`src/rtl/booth_mult_seq.sv`:
```
// Sequential radix-2 Booth multiplier.
// Accepts one operand pair and a signed/unsigned mode, and retires one Booth
// step per clock. The product is presented with a valid/ready handshake.
// Both operands are widened by one bit at acceptance. This lets a single
// signed Booth datapath cover both modes: the unsigned operands are
// zero-extended, and the signed operands are sign-extended.
module booth_mult_seq #(
    parameter int WIDTH = 4
) (
    input  logic               clk,
    input  logic               rst,
    input  logic               in_valid,
    output logic               in_ready,
    input  logic [WIDTH-1:0]   in1,
    input  logic [WIDTH-1:0]   in2,
    input  logic               is_signed,
    output logic               out_valid,
    input  logic               out_ready,
    output logic [2*WIDTH:0]   out,
    output logic               busy
);

    // Operand width after extension, accumulator width, step-counter width.
    localparam int OW = WIDTH + 1;
    localparam int AW = WIDTH + 2;
    localparam int CW = $clog2(WIDTH + 1) + 1;

    // The step index of the final Booth step. WIDTH+1 steps are numbered 0..WIDTH.
    localparam logic [CW-1:0] LAST_STEP = CW'(WIDTH);

    typedef enum logic [1:0] {
        IDLE,
        CALC,
        DONE
    } state_t;

    state_t          state;
    logic [AW-1:0]   acc;       // Booth accumulator A
    logic [OW-1:0]   mplier;    // multiplier / low product half Q
    logic            q_m1;      // q(-1)
    logic [OW-1:0]   mcand;     // extended multiplicand M
    logic [CW-1:0]   step;      // Booth steps already performed

    // Widened operands presented at the input, and the datapath of the next Booth step.
    logic [OW-1:0]   in1_ext;
    logic [OW-1:0]   in2_ext;
    logic [AW-1:0]   mcand_ext;
    logic [AW-1:0]   step_sum;
    logic [AW-1:0]   next_acc;
    logic [OW-1:0]   next_mplier;

    // Widen the incoming operands according to the requested mode.
    always_comb begin
        // NOTE: every signal written here gets a value on every path, so no latch is inferred.
        in1_ext = is_signed ? {in1[WIDTH-1], in1} : {1'b0, in1};
        in2_ext = is_signed ? {in2[WIDTH-1], in2} : {1'b0, in2};
    end

    // Perform one Booth step: a conditional add or subtract, then an arithmetic right shift.
    always_comb begin
        mcand_ext = {mcand[OW-1], mcand};
        step_sum  = acc;
        case ({mplier[0], q_m1})
            2'b01:   step_sum = acc + mcand_ext;
            2'b10:   step_sum = acc - mcand_ext;
            default: step_sum = acc;
        endcase
        next_acc    = {step_sum[AW-1], step_sum[AW-1:1]};
        next_mplier = {step_sum[0], mplier[OW-1:1]};
    end

    // Control FSM and datapath registers. All outputs are registered.
    always_ff @(posedge clk) begin
        // NOTE: state registers use non-blocking assignments, so every register samples pre-edge values.
        if (rst) begin
            state     <= IDLE;
            acc       <= '0;
            mplier    <= '0;
            q_m1      <= 1'b0;
            mcand     <= '0;
            step      <= '0;
            out       <= '0;
            out_valid <= 1'b0;
            busy      <= 1'b0;
            in_ready  <= 1'b1;
        end else begin
            case (state)
                IDLE: begin
                    if (in_valid) begin
                        mcand    <= in1_ext;
                        mplier   <= in2_ext;
                        acc      <= '0;
                        q_m1     <= 1'b0;
                        step     <= '0;
                        in_ready <= 1'b0;
                        busy     <= 1'b1;
                        state    <= CALC;
                    end
                end
                CALC: begin
                    acc    <= next_acc;
                    mplier <= next_mplier;
                    q_m1   <= mplier[0];
                    step   <= step + CW'(1);
                    if (step == LAST_STEP) begin
                        // Only the low 2*WIDTH+1 bits of {A,Q} are significant.
                        out       <= {next_acc[WIDTH-1:0], next_mplier};
                        out_valid <= 1'b1;
                        busy      <= 1'b0;
                        state     <= DONE;
                    end
                end
                DONE: begin
                    // Hold the product until it is consumed. The handoff edge cannot accept new operands.
                    if (out_ready) begin
                        out_valid <= 1'b0;
                        in_ready  <= 1'b1;
                        state     <= IDLE;
                    end
                end
                default: begin
                    state     <= IDLE;
                    out_valid <= 1'b0;
                    busy      <= 1'b0;
                    in_ready  <= 1'b1;
                end
            endcase
        end
    end

endmodule

```
`config.mk`:
```
export PLATFORM = sky130hd
export DESIGN_NAME = booth_mult_seq
export DESIGN_NICKNAME = d
export VERILOG_FILES = /design/src/rtl/booth_mult_seq.sv
export SDC_FILE = /design/constraint.sdc
export NUM_CORES = 1
export LEC_CHECK = 0
export ABC_AREA = 0
export ABC_CLOCK_PERIOD_IN_PS = 6100
export CAP_MARGIN = 40
export CORE_ASPECT_RATIO = 0.8
export CORE_UTILIZATION = 40
export CTS_CLUSTER_DIAMETER = 50
export CTS_CLUSTER_SIZE = 8
export DETAILED_ROUTE_END_ITERATION = 7
export PLACE_DENSITY = 0.61
export SKIP_LAST_GASP = 1
export SLEW_MARGIN = 20
export SYNTH_ARGS = -nofsm -noshare
export SYNTH_HDL_FRONTEND = slang
export SYNTH_SLANG_ARGS = --single-unit
export TNS_END_PERCENT = 20
```
`constraint.sdc`:
```
create_clock -name clk -period 6.1 [get_ports clk]
set_input_delay 1.22 -clock clk [delete_from_list [all_inputs] [get_ports clk]]
set_output_delay 1.22 -clock clk [all_outputs]
set_load 0.05 [all_outputs]
```
==> results of run 1 <==
==> logic make-up (layout without fill, tap and decap cells) <==
logic type                 after synthesis  after routing
adders and majority gates               10             10
buffers and inverters                   21             41
and+or+nand+nor                         90             90
xor gates and xnor gates                 6              6
AOI/OAI and AO/OA                       42             42
muxes                                   11             11
DFF                                     34             34
==> final cells by class <==
type                    instances  area (sq um)
fillers                       437          2142
well taps                      57         71.32
inverters                       9         33.78
multi-input cells             159         987.2
clock buffers                   6         82.58
repair buffers                 26         259.0
flip-flops and latches         34         680.7
==> sequential cells by signal, indices dropped and copies added, names as in the netlist <==
register,flops
out,9
step,4
acc,5
q_m1,1
busy,1
state,2
mcand,5
out_valid,1
in_ready,1
mplier,5
==> critical path: stages <==
cell and delay, ns:
clkdlybuf4s50_1 0.52, nand2b_4 0.08, nor2_1 0.58, nor2_1 0.23
a22oi_1 0.23, a21oi_1 0.08
==> cells in the mapped netlist (2+ instances only) <==
library cell	number
clkbuf_8	3
ha_1	9
a211oi_1	3
a21oi_1	21
o21ai_0	2
nor2_1	36
a31oi_1	2
a22oi_1	2
a311oi_1	3
o21a_1	3
xnor2_1	6
mux2i_1	10
buf_6	3
nand2b_4	2
nor3_1	3
inv_1	9
nand3_1	11
dfxtp_1	34
or2_2	2
nand3b_1	2
o211ai_1	2
nor4_1	2
nand2_1	25
clkbuf_1	4
==> path summary, 6_finish.rpt <==
| check | start | end | slack (ns) | cells past startpoint |
|---|---|---|---|---|
| hold reg to reg | acc[0] | acc[0] | 0.47 | 2 |
| setup / recovery | in_valid | mplier[4] | 3.31 | 6 |
| setup reg to reg | mcand[0] | acc[2] | 3.61 | 10 |
| hold / removal | acc[0] | acc[0] | 0.47 | 2 |
==> per-layer routing <==
metal	share of wire, %	wire [um]	vias up
li1	-	-	778
met1	54	1991	667
met2	40	1452	37
met3	4.7	172	5
met4	1.0	38	0
met5	0	0	-
==> power by group through the flow <==
stage               Combinational, uW  Clock, uW  Sequential, uW
floorplan                        84.6          0             247
global placement                  110          0             245
detailed placement                110          0             245
CTS                               110        168             240
global route                      124        180             241
finish                            110        163             240
==> layout by cell type, fill, tap and decap left out, types with 3 or more instances in the layout <==
cell              n
a211oi_1          3
a21oi_1          21
a311oi_1          3
clkbuf_8          6
clkdlybuf4s50_1  24
dfxtp_1          34
ha_1              9
inv_1             9
mux2i_1          10
nand2_1          25
nand3_1          11
nor2_1           36
nor3_1            3
o21a_1            3
xnor2_1           6
==> per-stage QoR <==
step	std cells	setup slack, ns
detailed placement	285	3.020
global placement	284	3.064
global route	291	3.201
CTS	291	3.328
finish	291	3.311
floorplan	214	3.746
==> results.ini, run 1 <==
[run_status]
status=completed

[global_route]
antenna_found_initial=0
grt_util_met1_pct=24.20
grt_overflow=0
grt_pass1_vias=1326
grt_busiest_layer=met1
use_met2_pct=22.35
gr-usage-all-layers_pct=16.60
grt_util_met3_pct=5.000
grt_pass1_wl_mm=6.265
grt_max_degree=36

[power]
p_per_area_nw_per_um2=242.7
power_leakage_uw=0.0007664
vdd_drop_max_mv=0.1112
cell_internal_pwr_uw=368.5
power.switching_uw=144.7
power.total_uw=513.2
pwr-share-clk_pct=31.8
switching_share_pct=28.19
comb_power_share_pct=21.5
power_frac_seq_pct=46.8

[finish]
antennaDiodeCount=0
final_cell_area_sq_um=2115
layout-drive-gt1-share_pct=6.838
area_growth_pct=17.04
final_util_pct=49.68
final_net_count=258

[logic_synthesis]
synth_top_family_by_area=simple AND/OR/NAND/NOR gates
synth_top_cell_by_area=dfxtp_1
synth_edf_count=0
synth.area.mux_share_pct=6.163
yosys_register_bits=34
synth-async-reset-ratio_pct=0
synth_xor_area_share_pct=2.909
ys_seq_area_share_pct=37.67
yosysWarningCount=0
synthesis.area_sq_um=1807
synth-compound-area-share_pct=14.61
netlist_instances=214
synth_ff_type=dfxtp_1
yosysTopAreaCellShare_pct=37.67
synth.distinct_cells=39
syn_avg_cell_area_sq_um=8.443
synth_simple_gate_area_share_pct=23.61
syn_nets=237
synth-adder-area-share_pct=7.341
ys_top_cells_by_area=dfxtp_1 38%, nor2_1 7.5%, ha_1 6.2%, a21oi_1 5.8%, mux2i_1 5.5%

[floorplan]
core_area_sq_um=4257
die_y_um=62.11
die-area_sq_um=4791
rows=21
fp.dieW_um=77.14
io_pins=25
start_util_pct=42.45

[clock_tree]
clock_latency_ns=0.28
cts_buffers=5
path_clk_slew_ns=0.06
cts_buffer_depth=2
cts.hold.buffers_added=0
cts_sinks=34
root_buffer=clkbuf_8
htreeDepth=2
ctsResizeCount=0
cts_tree=done
cts_setup_buffers=0

[timing]
hold_viol_final=0
finClkSkew_ns=0.003344
fmax_mhz=358.6
rsz0062_at_grt=no
slew_violations=0
fin_hold_ws_ns=0.4729
tns_ns=0
slew_headroom_pct=49.62
worst_pin_slew_ns=0.7529
fin_crit_ns=2.789
setup_violations=0
period_share_pct=45.72

[worst_setup_path]
endpoint_kind=register
critical_path_class=in -> reg
worstPathRequired_ns=6.25
start_kind=input pin
crit_fanout=11
arrival_ns=2.94

[placed_design]
post-dp-hpwl_mm=2.532
io_buffers=24
dpl_cell_area_sq_um=2032
place.gp.congestion=0.7455

[route]
route.detailed.drc=0
ant_nets=0
avgRoutedWirePerCell_um=12.56
routed_wl_mm=3.654
drtIter0Drc=107
vias=1487
via_per_inst=5.110
dr.pass1.iters=4

[job]
max-cap-violations=0

[worst_hold_path]
hold_class=reg -> reg

Note: power is estimated with default switching activity, not from simulation.
==> inputs of run 2 (changes only) <==
--- a/config.mk
+++ b/config.mk
@@ -6,14 +6,14 @@
 export NUM_CORES = 1
 export LEC_CHECK = 0
 export ABC_AREA = 0
-export ABC_CLOCK_PERIOD_IN_PS = 6100
+export ABC_CLOCK_PERIOD_IN_PS = 2420
 export CAP_MARGIN = 40
 export CORE_ASPECT_RATIO = 0.8
 export CORE_UTILIZATION = 40
 export CTS_CLUSTER_DIAMETER = 50
 export CTS_CLUSTER_SIZE = 8
 export DETAILED_ROUTE_END_ITERATION = 7
-export PLACE_DENSITY = 0.61
+export PLACE_DENSITY = 0.64
 export SKIP_LAST_GASP = 1
 export SLEW_MARGIN = 20
 export SYNTH_ARGS = -nofsm -noshare
==> constraint.sdc (replaced) <==
create_clock -name clk -period 2.42 [get_ports clk]
set_input_delay 0.484 -clock clk [delete_from_list [all_inputs] [get_ports clk]]
set_output_delay 0.484 -clock clk [all_outputs]
set_load 0.05 [all_outputs]
==> results.ini, run 2 (same netlist as run 1, synthesis figures left out) <==
[run_status]
status=completed

[placed_design]
place.gp.congestion=0.7590
io_buffers=24
post-dp-hpwl_mm=2.556
dpl_cell_area_sq_um=2073

[worst_setup_path]
r2r_end=out[7]
arrival_ns=2.49
crit_fanout=2
endpoint_kind=register
worstPathRequired_ns=2.62
r2r_slack_ns=0.13
timing.rr.start=mcand[0]
critical_path_class=reg -> reg
worstSetupEndpoint=out[7]
start_kind=register
crit_start=mcand[0]
reg2regPathDepth=10

[global_route]
antenna_found_initial=0
grt_overflow=0
grt_max_degree=36
grt_pass1_wl_mm=6.417
grt_pass1_vias=1352
gr-usage-all-layers_pct=16.89

[finish]
area_growth_pct=19.32
final_cell_area_sq_um=2156
antennaDiodeCount=0
layout-drive-gt1-share_pct=9.544
final_util_pct=50.65
n_fill_cell=430
final_net_count=264
final_cell_mix=36 x nor2_1, 32 x dfxtp_1, 25 x nand2_1
top_register=out
largest_register_ffs=9
final_common_cell=nor2_1

[route]
avgRoutedWirePerCell_um=12.62
dr.pass1.iters=4
vias=1505
routed_wl_mm=3.762
via_per_inst=5.050
route.detailed.drc=0
drtIter0Drc=80
ant_nets=0

[clock_tree]
clock_latency_ns=0.28
cts.hold.buffers_added=0
cts_tree=done
root_buffer=clkbuf_8
cts_buffers=5
cts_setup_buffers=0
cts_sinks=34
ctsResizeCount=0
htreeDepth=2
path_clk_slew_ns=0.07
cts_buffer_depth=2

[job]
max-cap-violations=0

[timing]
period_share_pct=94.57
tns_ns=0
setup_violations=0
rsz0062_at_grt=no
fmax_mhz=437.0
finClkSkew_ns=0.004775
slew_headroom_pct=66.57
fin_crit_ns=2.289
worst_pin_slew_ns=0.4999
hold_viol_final=0
slew_violations=0

[floorplan]
fp.dieW_um=77.14
start_util_pct=42.45
die_y_um=62.11
io_pins=25
rows=21
die-area_sq_um=4791
core_area_sq_um=4257

[power]
p_per_area_nw_per_um2=596.6
power_leakage_uw=0.0007953
vdd_drop_max_mv=0.3401

[worst_hold_path]
hold_class=reg -> reg

[run 2: changes by cell type in the layout (fill, tap and decap cells not counted), sizes merged]
cell,change
buf,+6
clkbuf,+1
[run 2: stage by stage]
stage               hold WS, ns  cells  total power, uW  worst slack, ns
global placement         0.4571    291            901.9          0.07603
floorplan                0.4409    214            836.7          0.06585
global route             0.4939    298             1364          0.06716
detailed placement       0.4610    291            905.2          0.01666
finish                   0.4649    298             1286           0.1315
CTS                      0.4697    298             1295          0.02107
[run 2: worst min path at each step]
| stage | slack, ns | to | cells after the start | startpoint |
|---|---|---|---|---|
| 2_1_floorplan | 0.44 | step[3] | 1 | step[3] |
| 3_3_place_gp | 0.46 | acc[0] | 2 | acc[0] |
| 3_5_place_dp | 0.46 | q_m1 | 2 | q_m1 |
| 4_1_cts | 0.47 | q_m1 | 2 | q_m1 |
| 5_1_grt | 0.49 | q_m1 | 2 | mplier[0] |
| 6_report | 0.46 | q_m1 | 2 | q_m1 |
[run 2: area by class of cell]
type / count / area, sq um / share of cell area (%)
clock buffer: 7 / 76.32 / 3.540
inverter: 9 / 33.78 / 1.567
multi-input combinational: 159 / 991.0 / 45.97
sequential: 34 / 683.2 / 31.69
tap: 57 / 71.32 / 3.308
timing repair buffer: 32 / 300.3 / 13.93
[run 2: critical path: stages, from the launching register on]
cell	delay, ns
dfxtp_2	0.33
inv_1	0.04
ha_1	0.28
mux2_4	0.28
inv_1	0.06
ha_1	0.21
nor2b_4	0.13
o21a_1	0.18
o21a_1	0.18
o31a_2	0.32
a211oi_1	0.21
[run 2: layer usage]
metal	up-vias	part of all wire, %	GRT usage [%]
met5	-	0	0
met4	0	0.45	4.245
met3	2	4.4	4.559
met2	34	40	24.23
met1	684	55	24.79
li1	785	-	-
[run 2: power by group]
| part | leakage [uW] | total (uW) | internal, uW | switching (uW) |
|---|---|---|---|---|
| Sequential | 0.000278 | 605 | 583 | 22.4 |
| Clock | 0.0000383 | 389 | 198 | 191 |
| Combinational | 0.000479 | 292 | 136 | 156 |
| Total | 0.000795 | 1290 | 916 | 370 |
